[config.mk]
export PLATFORM = sky130hd
export DESIGN_NAME = instr_encoder_flat
export DESIGN_NICKNAME = d
export VERILOG_FILES = /design/src/rtl/instr_encoder_if.sv /design/src/rtl/instr_encoder.sv /design/src/flat_wrapper.sv
export SDC_FILE = /design/constraint.sdc
export NUM_CORES = 1
export LEC_CHECK = 0
export CAP_MARGIN = 0
export CORE_AREA = 2 2 112 114
export DETAILED_ROUTE_END_ITERATION = 10
export DIE_AREA = 0 0 114 116
export GPL_TIMING_DRIVEN = 1
export PLACE_DENSITY = 0.75
export SLEW_MARGIN = 20
export SYNTH_ARGS = -nofsm -noshare
export SYNTH_HDL_FRONTEND = slang
export SYNTH_SLANG_ARGS = --single-unit
[constraint.sdc]
create_clock -name clk -period 4.3 [get_ports clk]
set_input_delay 1.075 -clock clk [delete_from_list [all_inputs] [get_ports clk]]
set_output_delay 1.075 -clock clk [all_outputs]
set_load 0.1 [all_outputs]
[src/rtl/instr_encoder_if.sv]
// instr_encoder_if: field-bundle / instruction-memory bus for instr_encoder.
//   Parameter ADDR_W : instruction-memory word-address width.
//   Master side (bench/harness) drives clear, in_valid and the decoded fields.
//   It observes in_ready, the memory write port, word_count, err and full.
//   Slave side (instr_encoder) has the opposite directions.
interface instr_encoder_if #(
  parameter int ADDR_W = 6
);
  logic              clear;
  logic              in_valid;
  logic              in_ready;
  logic [2:0]        fmt;
  logic [6:0]        opcode;
  logic [2:0]        funct3;
  logic [6:0]        funct7;
  logic [4:0]        rd;
  logic [4:0]        rs1;
  logic [4:0]        rs2;
  logic [31:0]       imm;
  logic              im_we;
  logic [ADDR_W-1:0] im_addr;
  logic [31:0]       im_wdata;
  logic [ADDR_W:0]   word_count;
  logic              err;
  logic              full;

  modport master (
    output clear, in_valid, fmt, opcode, funct3, funct7, rd, rs1, rs2, imm,
    input  in_ready, im_we, im_addr, im_wdata, word_count, err, full
  );

  modport slave (
    input  clear, in_valid, fmt, opcode, funct3, funct7, rd, rs1, rs2, imm,
    output in_ready, im_we, im_addr, im_wdata, word_count, err, full
  );
endinterface

[src/rtl/instr_encoder.sv]
// instr_encoder: packs decoded RV32I fields into 32-bit machine words and
// writes them to consecutive instruction-memory word addresses.
//   clk, rst : rising-edge clock, asynchronous active-high reset.
//   bus      : instr_encoder_if.slave (clear, valid/ready field bundle,
//              im_we/im_addr/im_wdata write port, word_count, err, full).
// Optional feature: define ENC_RANGE_CHECK_EN to reject immediates that do
// not fit their format (and misaligned B/J offsets). Without it, only the
// illegal format codes 110/111 are rejected and immediates are truncated.
module instr_encoder #(
  parameter int ADDR_W = 6
) (
  input logic            clk,
  input logic            rst,
  instr_encoder_if.slave bus
);

  typedef enum logic [1:0] {IDLE, ENC, WR, FULL} stateT;

  localparam logic [ADDR_W:0]   CAPACITY = (ADDR_W+1)'(1) << ADDR_W;
  localparam logic [ADDR_W:0]   ONE_CNT  = (ADDR_W+1)'(1);
  localparam logic [ADDR_W-1:0] ONE_PTR  = ADDR_W'(1);

  stateT             r_state;
  logic [2:0]        r_fmt;
  logic [6:0]        r_opcode;
  logic [2:0]        r_funct3;
  logic [6:0]        r_funct7;
  logic [4:0]        r_rd;
  logic [4:0]        r_rs1;
  logic [4:0]        r_rs2;
  logic [31:0]       r_imm;
  logic              r_imWe;
  logic              r_err;
  logic [ADDR_W-1:0] r_ptr;
  logic [ADDR_W:0]   r_count;
  logic [31:0]       r_wdata;

  logic              w_isShift;
  logic              w_legal;
  logic [31:0]       w_word;
  logic [ADDR_W:0]   w_countNext;

  // Immediate-form shifts (slli/srli/srai) carry funct7 in the top bits
  // and only a 5-bit shift amount.
  assign w_isShift = (r_fmt == 3'b000) && (r_opcode == 7'b0010011) &&
                     ((r_funct3 == 3'b001) || (r_funct3 == 3'b101));

  assign w_countNext = r_count + ONE_CNT;

  // Bit packing per format; B and J scramble the offset bits the way the
  // hardware decoder expects, and never store bit 0.
  always_comb begin
    w_word = 32'h0;
    case (r_fmt)
      3'b000: begin
        if (w_isShift) begin
          w_word = {r_funct7, r_imm[4:0], r_rs1, r_funct3, r_rd, r_opcode};
        end else begin
          w_word = {r_imm[11:0], r_rs1, r_funct3, r_rd, r_opcode};
        end
      end
      3'b001: w_word = {r_imm[11:5], r_rs2, r_rs1, r_funct3, r_imm[4:0], r_opcode};
      3'b010: w_word = {r_imm[12], r_imm[10:5], r_rs2, r_rs1, r_funct3,
                        r_imm[4:1], r_imm[11], r_opcode};
      3'b011: w_word = {r_imm[20], r_imm[10:1], r_imm[11], r_imm[19:12], r_rd, r_opcode};
      3'b100: w_word = {r_imm[31:12], r_rd, r_opcode};
      3'b101: w_word = {r_funct7, r_rs2, r_rs1, r_funct3, r_rd, r_opcode};
      default: w_word = 32'h0;
    endcase
  end

`ifdef ENC_RANGE_CHECK_EN
  logic signed [31:0] w_simm;
  assign w_simm = $signed(r_imm);
`endif

  // Legality: the format code is always checked; immediate ranges and
  // offset alignment only when range checking is built in.
  always_comb begin
    w_legal = 1'b1;
    case (r_fmt)
      3'b110, 3'b111: w_legal = 1'b0;
`ifdef ENC_RANGE_CHECK_EN
      3'b000: begin
        if (w_isShift) begin
          w_legal = (w_simm >= 32'sd0) && (w_simm <= 32'sd31);
        end else begin
          w_legal = (w_simm >= -32'sd2048) && (w_simm <= 32'sd2047);
        end
      end
      3'b001: w_legal = (w_simm >= -32'sd2048) && (w_simm <= 32'sd2047);
      3'b010: w_legal = (w_simm >= -32'sd4096) && (w_simm <= 32'sd4094) && !r_imm[0];
      3'b011: w_legal = (w_simm >= -32'sd1048576) && (w_simm <= 32'sd1048574) && !r_imm[0];
      3'b100: w_legal = (r_imm[11:0] == 12'h000);
`endif
      default: w_legal = 1'b1;
    endcase
  end

  // Control FSM. clear takes priority over everything, so a bundle offered
  // in the same cycle is never captured and an in-flight one never writes.
  // When the last free word is written the pointer is held rather than
  // wrapped; only clear or rst brings it back to zero.
  always_ff @(posedge clk or posedge rst) begin
    if (rst) begin
      r_state  <= IDLE;
      r_fmt    <= 3'b000;
      r_opcode <= 7'h00;
      r_funct3 <= 3'b000;
      r_funct7 <= 7'h00;
      r_rd     <= 5'd0;
      r_rs1    <= 5'd0;
      r_rs2    <= 5'd0;
      r_imm    <= 32'h0;
      r_imWe   <= 1'b0;
      r_err    <= 1'b0;
      r_ptr    <= '0;
      r_count  <= '0;
      r_wdata  <= 32'h0;
    end else begin
      r_imWe <= 1'b0;
      r_err  <= 1'b0;
      if (bus.clear) begin
        r_state <= IDLE;
        r_ptr   <= '0;
        r_count <= '0;
        r_wdata <= 32'h0;
      end else begin
        case (r_state)
          IDLE: begin
            if (bus.in_valid) begin
              r_fmt    <= bus.fmt;
              r_opcode <= bus.opcode;
              r_funct3 <= bus.funct3;
              r_funct7 <= bus.funct7;
              r_rd     <= bus.rd;
              r_rs1    <= bus.rs1;
              r_rs2    <= bus.rs2;
              r_imm    <= bus.imm;
              r_state  <= ENC;
            end
          end
          ENC: begin
            if (w_legal) begin
              r_wdata <= w_word;
              r_imWe  <= 1'b1;
              r_state <= WR;
            end else begin
              r_err   <= 1'b1;
              r_state <= IDLE;
            end
          end
          WR: begin
            r_count <= w_countNext;
            if (w_countNext == CAPACITY) begin
              r_state <= FULL;
            end else begin
              r_ptr   <= r_ptr + ONE_PTR;
              r_state <= IDLE;
            end
          end
          FULL: r_state <= FULL;
          default: r_state <= IDLE;
        endcase
      end
    end
  end

  assign bus.in_ready   = (r_state == IDLE);
  assign bus.full       = (r_state == FULL);
  assign bus.im_we      = r_imWe;
  assign bus.im_addr    = r_ptr;
  assign bus.im_wdata   = r_wdata;
  assign bus.word_count = r_count;
  assign bus.err        = r_err;

endmodule

[src/flat_wrapper.sv]
// flat-port wrapper written by rule: the top's interface ports become plain ports
module instr_encoder_flat 
#(
  parameter int ADDR_W = 6
)
  (clk, rst, bus_clear, bus_in_valid, bus_fmt, bus_opcode, bus_funct3, bus_funct7, bus_rd, bus_rs1, bus_rs2, bus_imm, bus_in_ready, bus_im_we, bus_im_addr, bus_im_wdata, bus_word_count, bus_err, bus_full);
  instr_encoder_if #(.ADDR_W(ADDR_W)) bus_i ();
  input logic clk;
  input logic rst;
  input wire logic [$bits(bus_i.clear)-1:0] bus_clear;
  input wire logic [$bits(bus_i.in_valid)-1:0] bus_in_valid;
  input wire logic [$bits(bus_i.fmt)-1:0] bus_fmt;
  input wire logic [$bits(bus_i.opcode)-1:0] bus_opcode;
  input wire logic [$bits(bus_i.funct3)-1:0] bus_funct3;
  input wire logic [$bits(bus_i.funct7)-1:0] bus_funct7;
  input wire logic [$bits(bus_i.rd)-1:0] bus_rd;
  input wire logic [$bits(bus_i.rs1)-1:0] bus_rs1;
  input wire logic [$bits(bus_i.rs2)-1:0] bus_rs2;
  input wire logic [$bits(bus_i.imm)-1:0] bus_imm;
  output wire logic [$bits(bus_i.in_ready)-1:0] bus_in_ready;
  output wire logic [$bits(bus_i.im_we)-1:0] bus_im_we;
  output wire logic [$bits(bus_i.im_addr)-1:0] bus_im_addr;
  output wire logic [$bits(bus_i.im_wdata)-1:0] bus_im_wdata;
  output wire logic [$bits(bus_i.word_count)-1:0] bus_word_count;
  output wire logic [$bits(bus_i.err)-1:0] bus_err;
  output wire logic [$bits(bus_i.full)-1:0] bus_full;
  assign bus_i.clear = bus_clear;
  assign bus_i.in_valid = bus_in_valid;
  assign bus_i.fmt = bus_fmt;
  assign bus_i.opcode = bus_opcode;
  assign bus_i.funct3 = bus_funct3;
  assign bus_i.funct7 = bus_funct7;
  assign bus_i.rd = bus_rd;
  assign bus_i.rs1 = bus_rs1;
  assign bus_i.rs2 = bus_rs2;
  assign bus_i.imm = bus_imm;
  assign bus_in_ready = bus_i.in_ready;
  assign bus_im_we = bus_i.im_we;
  assign bus_im_addr = bus_i.im_addr;
  assign bus_im_wdata = bus_i.im_wdata;
  assign bus_word_count = bus_i.word_count;
  assign bus_err = bus_i.err;
  assign bus_full = bus_i.full;
  instr_encoder #(.ADDR_W(ADDR_W)) u_core (.clk(clk), .rst(rst), .bus(bus_i));
endmodule
# Word level (Yosys, flattened, before mapping)
# Cells that the tools add are included.
dict set report totals {
  register_bits 116
  in_bits 71
  output_inout_bits 49
  elab_cells 66
}
dict set report op_classes {
  add_sub_neg 2
  n_eq_ne 17
  n_mux 21
  n_bitwise 1
  n_reduce_logical 11
}
# operator count
set op_table {}
lappend op_table {{$pmux 32 s6} 1}
lappend op_table {{$mux 32} 4}
lappend op_table {{$mux 6} 3}
lappend op_table {{$eq 3x3->1 const B} 5}
lappend op_table {{$mux 7} 2}
lappend op_table {{$mux 2} 4}
lappend op_table {{$pmux 2 s4} 1}
lappend op_table {{$add 7x1->7 const B} 1}
lappend op_table {{$eq 7x5->1 const B} 1}
lappend op_table {{$eq 7x7->1 const B} 1}
lappend op_table {{$add 6x1->6 const B} 1}
lappend op_table {{$eq 3x1->1 const B} 2}
lappend op_table {{$eq 3x2->1 const B} 2}
lappend op_table {{$mux 1} 6}
lappend op_table {{$eq 2x2->1 const B} 2}
lappend op_table {{$ne 2x2->1 const B} 2}
lappend op_table {{$reduce_and 2->1} 2}
lappend op_table {{$reduce_bool 2->1} 2}
lappend op_table {{$logic_not 3->1} 1}
lappend op_table {{$ne 3x3->1 const B} 1}
lappend op_table {{$reduce_and 3->1} 1}
lappend op_table {{$eq 2x1->1 const B} 1}
lappend op_table {{$logic_and 1x1->1} 2}
lappend op_table {{$logic_not 2->1} 1}
lappend op_table {{3 further kinds} 3}

# Longest topological paths before layout
# Gate-level depths: netlist (run 1).
dict set report logic_depth {
  word_depth 8
  mapped_depth 7
  depth_no_buf 6
}

# Least setup slack after synthesis (run 1)
# OpenSTA, ideal clock, no wires.
dict set report synth_path {
  path_type {flip-flop to output port}
  start {register u_core.r_state[1]}
  end {output bus_in_ready}
  arrival_ns 1.766
  required_time_ns 3.225
  path_slack_ns 1.459
  path_stages_with_launch 3
  n_path_buf 1
  path_cell_list {dfrtp_1 buf_4 nor2_1}
}
dict set report synth_via {
  elab_chain_cells 1
}
# element line
set synth_lines {}
lappend synth_lines {{from (decl)} instr_encoder.sv:23} ;# stateT r_state;
lappend synth_lines {{from (signal assigned)} instr_encoder.sv:106} ;# r_state <= IDLE;
lappend synth_lines {{from (signal assigned)} instr_encoder.sv:124} ;# r_state <= IDLE;
lappend synth_lines {{from (signal assigned)} instr_encoder.sv:140} ;# r_state <= ENC;
lappend synth_lines {{$logic_not 2->1} instr_encoder.sv:169} ;# assign bus.in_ready = (r_state == IDLE);
lappend synth_lines {{to (decl)} flat_wrapper.sv:20} ;# output wire logic [$bits(bus_i.in_ready)-1:0] bus_in_ready;
# No other way between the ends.

# Final worst setup path (run 1)
dict set report layout_path {
  start {register u_core.r_state[1]}
  end {output bus_full}
}
dict set report layout_via {
  elab_chain_cells 1
}
# element line
set layout_lines {}
lappend layout_lines {{$eq 2x2->1} instr_encoder.sv:170} ;# assign bus.full = (r_state == FULL);
lappend layout_lines {{to (decl)} flat_wrapper.sv:26} ;# output wire logic [$bits(bus_i.full)-1:0] bus_full;
# No other way between the ends.

==> results of run 1 <==
-- layout make-up --
cell class / count / area, um2 / share of cell area (%)
inverter: 3 / 16.27 / 0.2275
sequential: 116 / 2903 / 40.60
tap: 147 / 183.9 / 2.573
clock inverter: 10 / 130.1 / 1.820
clock buffer: 21 / 470.5 / 6.580
multi-input combinational: 296 / 2207 / 30.87
timing repair buffer: 126 / 1239 / 17.33
-- metal layers --
metal | up-vias | global-route usage (%) | wire, um
li1 | 1828 | - | -
met1 | 1933 | 25.69 | 5593
met2 | 113 | 32.34 | 6231
met3 | 14 | 5.073 | 639
met4 | 0 | 7.886 | 179
met5 | - | 0 | 0
-- Yosys cell counts, types with 4 or more instances --
| master | count | area share [%] |
|---|---|---|
| a211oi_1 | 6 | 0.85 |
| a21oi_1 | 22 | 2.1 |
| a221oi_1 | 9 | 1.5 |
| a22oi_1 | 8 | 1.1 |
| a311oi_1 | 9 | 1.5 |
| buf_2 | 13 | 1.2 |
| buf_4 | 4 | 0.57 |
| clkbuf_1 | 9 | 0.64 |
| dfrtp_1 | 116 | 55 |
| mux2_2 | 67 | 14 |
| mux2i_1 | 4 | 0.76 |
| nand2_1 | 30 | 2.1 |
| nand2b_1 | 10 | 1.2 |
| nand4_1 | 5 | 0.59 |
| nor2_1 | 48 | 3.4 |
| nor2b_1 | 5 | 0.59 |
| nor3_1 | 16 | 1.5 |
| o21ai_0 | 4 | 0.38 |
| xor2_1 | 6 | 1.0 |
-- power by group through the flow --
stage | sequential (mW) | combinational, mW | clock [mW]
6_report | 1.36 | 0.723 | 1.43
2_1_floorplan | 1.53 | 0.348 | 0
5_1_grt | 1.38 | 0.769 | 1.51
4_1_cts | 1.36 | 0.728 | 1.45
3_3_place_gp | 1.37 | 0.708 | 0
3_5_place_dp | 1.38 | 0.724 | 0
-- path summary, 6_finish.rpt --
| path | start | to | slack, ns | depth (start not counted) |
|---|---|---|---|---|
| hold / removal | u_core.r_funct7[4] | u_core.r_funct7[4] | 0.51 | 1 |
| setup reg to reg | u_core.r_fmt[2] | u_core.bus.im_wdata[25] | 1.78 | 5 |
| max in group asynchronous | rst | u_core.bus.im_wdata[5] | 2.28 | 3 |
| setup / recovery | u_core.r_state[1] | bus_full | 0.93 | 2 |
| hold reg to reg | u_core.r_funct7[4] | u_core.r_funct7[4] | 0.51 | 1 |
| min in group asynchronous | rst | u_core.r_imm[30] | 1.21 | 2 |
-- per-stage QoR --
step	total power, mW	area (um2)	util, %	cells	setup WS [ns]
6_report	3.514	7149	60.02	719	0.9328
5_1_grt	3.659	7149	60.02	719	0.8231
4_1_cts	3.537	7147	60.00	719	0.9242
3_5_place_dp	2.104	6546	54.96	688	1.356
3_3_place_gp	2.080	6546	54.96	688	1.391
2_1_floorplan	1.877	5275	-	444	0.1526
-- worst register-to-register path, delay by kind of cell, from the launching register on --
family,cells,cell delay (ns)
buffers and inverters,1,0.42
AO/OA/AOI/OAI,1,0.26
flip-flops,1,0.60
AND/OR/NAND/NOR,3,1.14
-- flip-flops by register name, summed over array words and instances, names as in the netlist --
register,flops
u_core.bus.word_count,7
u_core.r_rs2,5
u_core.r_rs1,5
u_core.r_imm,32
u_core.r_funct3,3
u_core.bus.im_wdata,32
u_core.r_opcode,7
u_core.r_funct7,7
u_core.bus.im_addr,6
u_core.r_rd,5
u_core.bus.err,1
u_core.r_state,2
u_core.bus.im_we,1
u_core.r_fmt,3
-- kinds of logic (layout without fill, tap and decap cells) --
family	after synthesis	count (layout)	share of synthesized area, %
xor+xnor	8	8	1.328
compound gates	71	71	9.868
mux	76	76	16.27
buf+inv	32	160	3.344
fa+ha+maj	3	3	0.7117
simple gates	138	138	13.45
flops	116	116	55.03
==> impl_metrics.ini, run 1 <==
[worst_setup_path]
path_class = reg -> out
worstPathArrival_ns = 2.29
start_kind = flop
path_buf_inv = 1
cp-end-kind = output pin
required_ns = 3.22
path_cells = and2_1, clkdlybuf4s50_1
cpMaxStageDelayCell = clkdlybuf4s50_1
critical_path.max_fanout = 9
max_stage_delay_ns = 1.13
crit_family = buffers and inverters

[floorplanning]
ios = 120
start_util_pct = 44.29
die_w_um = 114
coreArea_um2 = 11910
die_y_um = 116
dieArea_um2 = 13220
rows = 40

[layout]
final_cell_mix = 118 x clkdlybuf4s50_1, 116 x dfrtp_1, 67 x mux2_2
final_nets = 634
fillCellCount = 985
layout_commonest_cell = clkdlybuf4s50_1
diodes = 0
drive_gt1_share_pct = 21.33
syn_to_final_growth_pct = 35.53

[synthesis]
syn-num-nets = 518
synth-seq-area-share_pct = 55.03
syn_inst = 444
netlist_area_um2 = 5275
synth_ff_type = dfrtp_1
yosysWarnings = 0
async_flop_share_pct = 100.0
synth.distinct_cells = 53
synth-edff-count = 0
ys_seq_elements = 116
avgSynthCellArea_um2 = 11.88

[global_routing]
grt_max_degree = 90
grt_pass1_vias = 3920
antenna_found_initial = 0
grt_usage_pct = 19.88
grt_overflow = 0
grt_first_pass_wirelength_um = 20060

[routing]
num_vias = 3888
avgRoutedWirePerCell_um = 17.58
drt_iter0_drc = 195
ant_nets = 0
drc = 0
dr.pass1.iters = 4
vias_per_cell = 5.408
routed_wl_um = 12640

[sta]
finalMaxSlewViolations = 0
finalHoldViolCount = 0
worstMarginPinSlew_ns = 1.039
max_slew_margin_pct = 30.49
fin_worst_skew_ns = 0.007130
period_minus_slack_ns = 3.367
fmax_mhz = 297.0
rsz0062_at_grt = no
hold_ws_ns = 0.5072
period_share_pct = 78.31
setup_viol = 0
tns_ns = 0

[worst_hold_path]
hold_path.class = reg -> reg

[placement]
gp_congestion = 0.8252
port_buffers = 119
hpwl_um = 8542

[job]
drv_cap = 0

[power_and_ir_drop]
peakVddDrop_mv = 0.2861
p_sw_share_pct = 29.48
pwr_density_cell_nw_per_um2 = 491.5
switching_power_mw = 1.036
p_leak_nw = 2.955
pwr-share-clk_pct = 40.6
power_frac_seq_pct = 38.8
p_comb_share_pct = 20.6
p_int_mw = 2.478

[clock_network]
ctsResizeCount = 0
cts_tree = built
clk_pin_slew_ns = 0.05
cts_setup_buffers = 0
htreeDepth = 4
insertion_delay_ns = 0.41
cts_max_path_buffers = 2
cts_inserted_buffers = 17
clock_sinks = 116
hold_buffers = 0
clock-root-buffer = clkbuf_16

[run_status]
status = finished, final reports clean
No activity file was read; power rests on OpenSTA's default activity.
==> run 2: changes to the inputs <==
clock period = 2.9 ns   (was 4.3 ns; I/O delays follow)
==> run 2 against run 1 <==
  * Via count grew 1.5%
  * Largest cell class unchanged
  * Register-to-register slack got worse by 0.94 ns
  * Die area is the same
  * Critical endpoint unchanged
  * First-iteration DRC count grew 8.7%
  * Core utilization decreased by 0.27 points
  * Sequential power increased by 47%
==> impl_metrics.ini, run 2 (synthesis results as in run 1) <==
[layout]
drive_gt1_share_pct = 30.28
syn_to_final_growth_pct = 34.91
final_nets = 639
layout_commonest_cell = dfrtp_1
diodes = 0
final_cell_mix = 116 x dfrtp_1, 69 x clkdlybuf4s50_1, 67 x mux2_2
instances_no_fill = 725

[worst_setup_path]
start_kind = flop
reg2reg_slack_ns = 0.84
crit_family = flip-flops
r2r_start = u_core.r_fmt[1]
critical_path.max_fanout = 9
r2r_cells = 6
path_class = reg -> out
cp-end-kind = output pin
path_cells = and2_1, buf_4
required_ns = 2.17
worstPathArrival_ns = 1.46
max_stage_delay_ns = 0.57
cpMaxStageDelayCell = dfrtp_1
reg2reg_to = u_core.bus.im_wdata[21]
path_buf_inv = 1

[routing]
ant_nets = 0
drt_iter0_drc = 212
avgRoutedWirePerCell_um = 17.69
vias_per_cell = 5.443
drc = 0
dr.pass1.iters = 4
num_vias = 3946
routed_wl_um = 12830

[global_routing]
grt_overflow = 0
grt_max_degree = 69
grt_pass1_vias = 4143
grt_first_pass_wirelength_um = 21150
antenna_found_initial = 0
grt_usage_pct = 20.88

[placement]
port_buffers = 119
hpwl_um = 8899
placedCellCount = 693
gp_congestion = 0.7975

[clock_network]
clock_sinks = 116
hold_buffers = 0
cts_tree = built
ctsResizeCount = 0
cts_inserted_buffers = 17
cts_setup_buffers = 0
insertion_delay_ns = 0.41
cts_max_path_buffers = 2
htreeDepth = 4
clk_pin_slew_ns = 0.05
clock-root-buffer = clkbuf_16

[sta]
tns_ns = 0
period_minus_slack_ns = 2.188
finalHoldViolCount = 0
max_slew_margin_pct = 48.84
fmax_mhz = 457.1
setup_viol = 0
rsz0062_at_grt = no
period_share_pct = 75.44
hold_ws_ns = 0.5054
finalMaxSlewViolations = 0
fin_worst_skew_ns = 0.01637
worstMarginPinSlew_ns = 0.7639

[power_and_ir_drop]
peakVddDrop_mv = 0.4537
p_int_mw = 3.831
p_sw_share_pct = 28.57
switching_power_mw = 1.532
p_comb_share_pct = 20.5
p_leak_nw = 3.089
power_frac_seq_pct = 37.4
pwr_density_cell_nw_per_um2 = 753.5
pwr-share-clk_pct = 42.1

[floorplanning]
rows = 40
start_util_pct = 44.29
ios = 120
dieArea_um2 = 13220
coreArea_um2 = 11910
die_y_um = 116
die_w_um = 114

[worst_hold_path]
hold_path.class = reg -> reg
hp-start = u_core.r_imm[17]
hold_path_end = u_core.r_imm[17]
hold_depth = 1

[run_status]
status = finished, final reports clean

[job]
drv_cap = 0
==> run 2: cell types whose count changed in the layout (fill, tap and decap cells not counted) <==
cell,change
inv_6,-1
clkdlybuf4s50_1,-49
buf_12,+1
clkbuf_1,+2
clkbuf_8,-1
buf_4,+53
clkinv_2,-1
bufinv_16,+2
==> run 2: per-stage QoR <==
stage                     worst slack [ns]  util [%]  total power, mW  area [um2]
after floorplan                     0.4089         -            2.783        5279
after global routing                0.6523     59.75            5.590        7117
after CTS                           0.6960     59.75            5.402        7117
after global placement              0.5770     54.36            3.089        6475
final                               0.7123     59.75            5.363        7117
after detailed placement            0.5346     54.36            3.125        6475
==> run 2: per-layer routing <==
metal	part of all wire [%]	routed length [um]	up-vias	GRT usage [%]
li1	-	-	1833	-
met1	42	5353	1953	25.96
met2	50	6360	133	34.33
met3	6.3	808	27	6.015
met4	2.4	306	0	8.862
met5	0	0	-	0
==> run 2: how the worst max path moves through the flow <==
stage / start / to / slack (ns) / cells after the start
2_1_floorplan: u_core.r_state[1] / bus_in_ready / 0.41 / 2
3_3_place_gp: bus_in_valid / u_core.r_imm[19] / 0.58 / 4
3_5_place_dp: bus_in_valid / u_core.r_funct7[6] / 0.53 / 4
4_1_cts: u_core.r_state[1] / bus_full / 0.70 / 2
5_1_grt: u_core.r_state[1] / bus_full / 0.65 / 2
6_report: u_core.r_state[1] / bus_full / 0.71 / 2
==> run 2: cell type report <==
type / instances / area [um2]
Fill cell: 965 / 4795
Sequential cell: 116 / 2903
Multi-Input combinational cell: 296 / 2207
Timing Repair Buffer: 131 / 1166
Clock buffer: 22 / 464.2
Tap cell: 147 / 183.9
Clock inverter: 10 / 177.7
Inverter: 3 / 15.01
==> run 2: power groups by stage <==
stage                     Combinational [mW]  Clock (mW)  Sequential, mW
final                                   1.10        2.26            2.00
after global routing                    1.19        2.37            2.03
after CTS                               1.11        2.29            2.00
after detailed placement                1.10           0            2.03
after global placement                  1.08           0            2.01
after floorplan                        0.516           0            2.27
==> run 3: changes to the inputs <==
CORE_AREA = 2 2 106 108   (was 2 2 112 114)
DIE_AREA = 0 0 108 110   (was 0 0 114 116)
PLACE_DENSITY = 0.8   (was 0.75)
clock period = 2.2 ns   (was 2.9 ns; I/O delays follow)
==> run 3 against run 2 <==
  * Combinational power increased by 35%
  * Final cell count decreased by 0.41%
  * Clock skew decreased by 0.010 ns
  * Die area decreased by 10%
  * Routed wire length decreased by 2.5%
  * Setup slack got worse by 0.57 ns
  * Via count decreased by 1.7%
  * Count of clock-buffer cells in the layout increased by 5
  * Non-clock buffer count increased by 5
  * Critical path depth unchanged
  * Critical endpoint unchanged
  * Largest power group is now registers
  * Highest routed layer unchanged
==> impl_metrics.ini, run 3 (synthesis results as in run 1) <==
[layout]
syn_to_final_growth_pct = 36.41
drive_gt1_share_pct = 31.27
final_cell_mix = 112 x dfrtp_1, 69 x clkdlybuf4s50_1, 67 x mux2_2
diodes = 0
layout_commonest_cell = dfrtp_1
final_area_um2 = 7196
final_nets = 644
instances_no_fill = 722

[power_and_ir_drop]
pwr_density_cell_nw_per_um2 = 939.3
power.total_mw = 6.759
p_leak_nw = 3.110
peakVddDrop_mv = 0.5500

[sta]
setup_viol = 0
period_share_pct = 93.70
fmax_mhz = 485.1
finalMaxSlewViolations = 0
rsz0062_at_grt = no
worstMarginPinSlew_ns = 0.6997
fin_worst_skew_ns = 0.006299
finalHoldViolCount = 0
tns_ns = 0
max_slew_margin_pct = 53.14
period_minus_slack_ns = 2.062

[placement]
dpl_cell_area_um2 = 6619
hpwl_um = 8771
placedCellCount = 691
port_buffers = 119
gp_congestion = 0.7647

[worst_setup_path]
cp-end-kind = output pin
reg2reg_slack_ns = 0.19
path_class = reg -> out
reg2reg_to = u_core.bus.im_addr[0]
required_ns = 1.65
worstPathArrival_ns = 1.51
r2r_cells = 6
r2r_start = u_core.bus.word_count[0]
max_stage_delay_ns = 0.56
path_buf_inv = 1
cpMaxStageDelayCell = dfrtp_1
critical_path.max_fanout = 9
start_kind = flop
crit_family = flip-flops
path_cells = and2_1, buf_12

[clock_network]
hold_buffers = 0
cts_inserted_buffers = 17
ctsResizeCount = 0
insertion_delay_ns = 0.52
htreeDepth = 4
cts_setup_buffers = 0
clock_sinks = 116
clk_pin_slew_ns = 0.05
cts_tree = built
cts_max_path_buffers = 2
clock-root-buffer = clkbuf_8

[floorplanning]
coreArea_um2 = 10700
ios = 120
die_w_um = 108
rows = 38
dieArea_um2 = 11880
start_util_pct = 49.31
die_y_um = 110

[routing]
drt_iter0_drc = 210
avgRoutedWirePerCell_um = 17.32
routed_wl_um = 12510
dr.pass1.iters = 5
vias_per_cell = 5.374
drc = 0
num_vias = 3880
ant_nets = 0

[global_routing]
grt_max_degree = 117
grt_first_pass_wirelength_um = 19920
grt_overflow = 0
antenna_found_initial = 0
grt_usage_pct = 22.13
grt_pass1_vias = 4013

[worst_hold_path]
hp-start = u_core.r_rs1[1]
hold_path.class = reg -> reg
hold_path_end = u_core.r_rs1[1]
hold_depth = 1

[job]
drv_cap = 0

[run_status]
status = finished, final reports clean
run 3: cell types whose count changed in the layout (fill, tap and decap cells not counted), sizes merged:
| cell | previous run | this run |
|---|---|---|
| clkbuf | 22 | 27 |
| clkinv | 4 | 2 |
| bufinv | 5 | 2 |
| buf | 62 | 67 |
| clkinvlp | 2 | 1 |
run 3: metal layers:
layer	vias up	GRT usage [%]	wire, um
met4	0	7.051	182
met1	1922	27.14	5300
met2	102	38.95	6421
li1	1840	-	-
met3	16	5.115	605
met5	-	0	0
run 3: per-stage QoR:
stage	util [%]	worst slack [ns]	hold WS, ns
2_1_floorplan	-	0.03965	0.4734
3_3_place_gp	61.87	0.06679	0.4868
3_5_place_dp	61.87	0.04113	0.4958
4_1_cts	67.22	0.1042	0.5079
5_1_grt	67.26	0.05228	0.5135
6_report	67.26	0.1385	0.5072
run 3: cell type report:
| cell class | count | area, um2 |
|---|---|---|
| fill | 808 | 3502 |
| sequential | 116 | 2908 |
| multi-input combinational | 296 | 2210 |
| timing repair buffer | 136 | 1316 |
| clock buffer | 27 | 501.7 |
| tap | 140 | 175.2 |
| clock inverter | 4 | 70.07 |
| inverter | 3 | 15.01 |
run 3: power breakdown:
part | switching [mW] | leakage, nW | internal (mW)
combinational | 0.887 | 1.38 | 0.593
clock | 0.888 | 0.282 | 1.75
sequential | 0.210 | 1.45 | 2.43
run 3: how the worst max path moves through the flow:
stage / slack, ns / startpoint / depth (start not counted) / endpoint
2_1_floorplan: 0.04 / u_core.bus.word_count[0] / 6 / u_core.bus.im_addr[5]
3_3_place_gp: 0.07 / bus_in_valid / 5 / u_core.r_rs2[2]
3_5_place_dp: 0.04 / bus_in_valid / 5 / u_core.r_rs1[3]
4_1_cts: 0.10 / u_core.r_state[1] / 2 / bus_full
5_1_grt: 0.05 / u_core.r_state[1] / 2 / bus_full
6_report: 0.14 / u_core.r_state[1] / 2 / bus_full
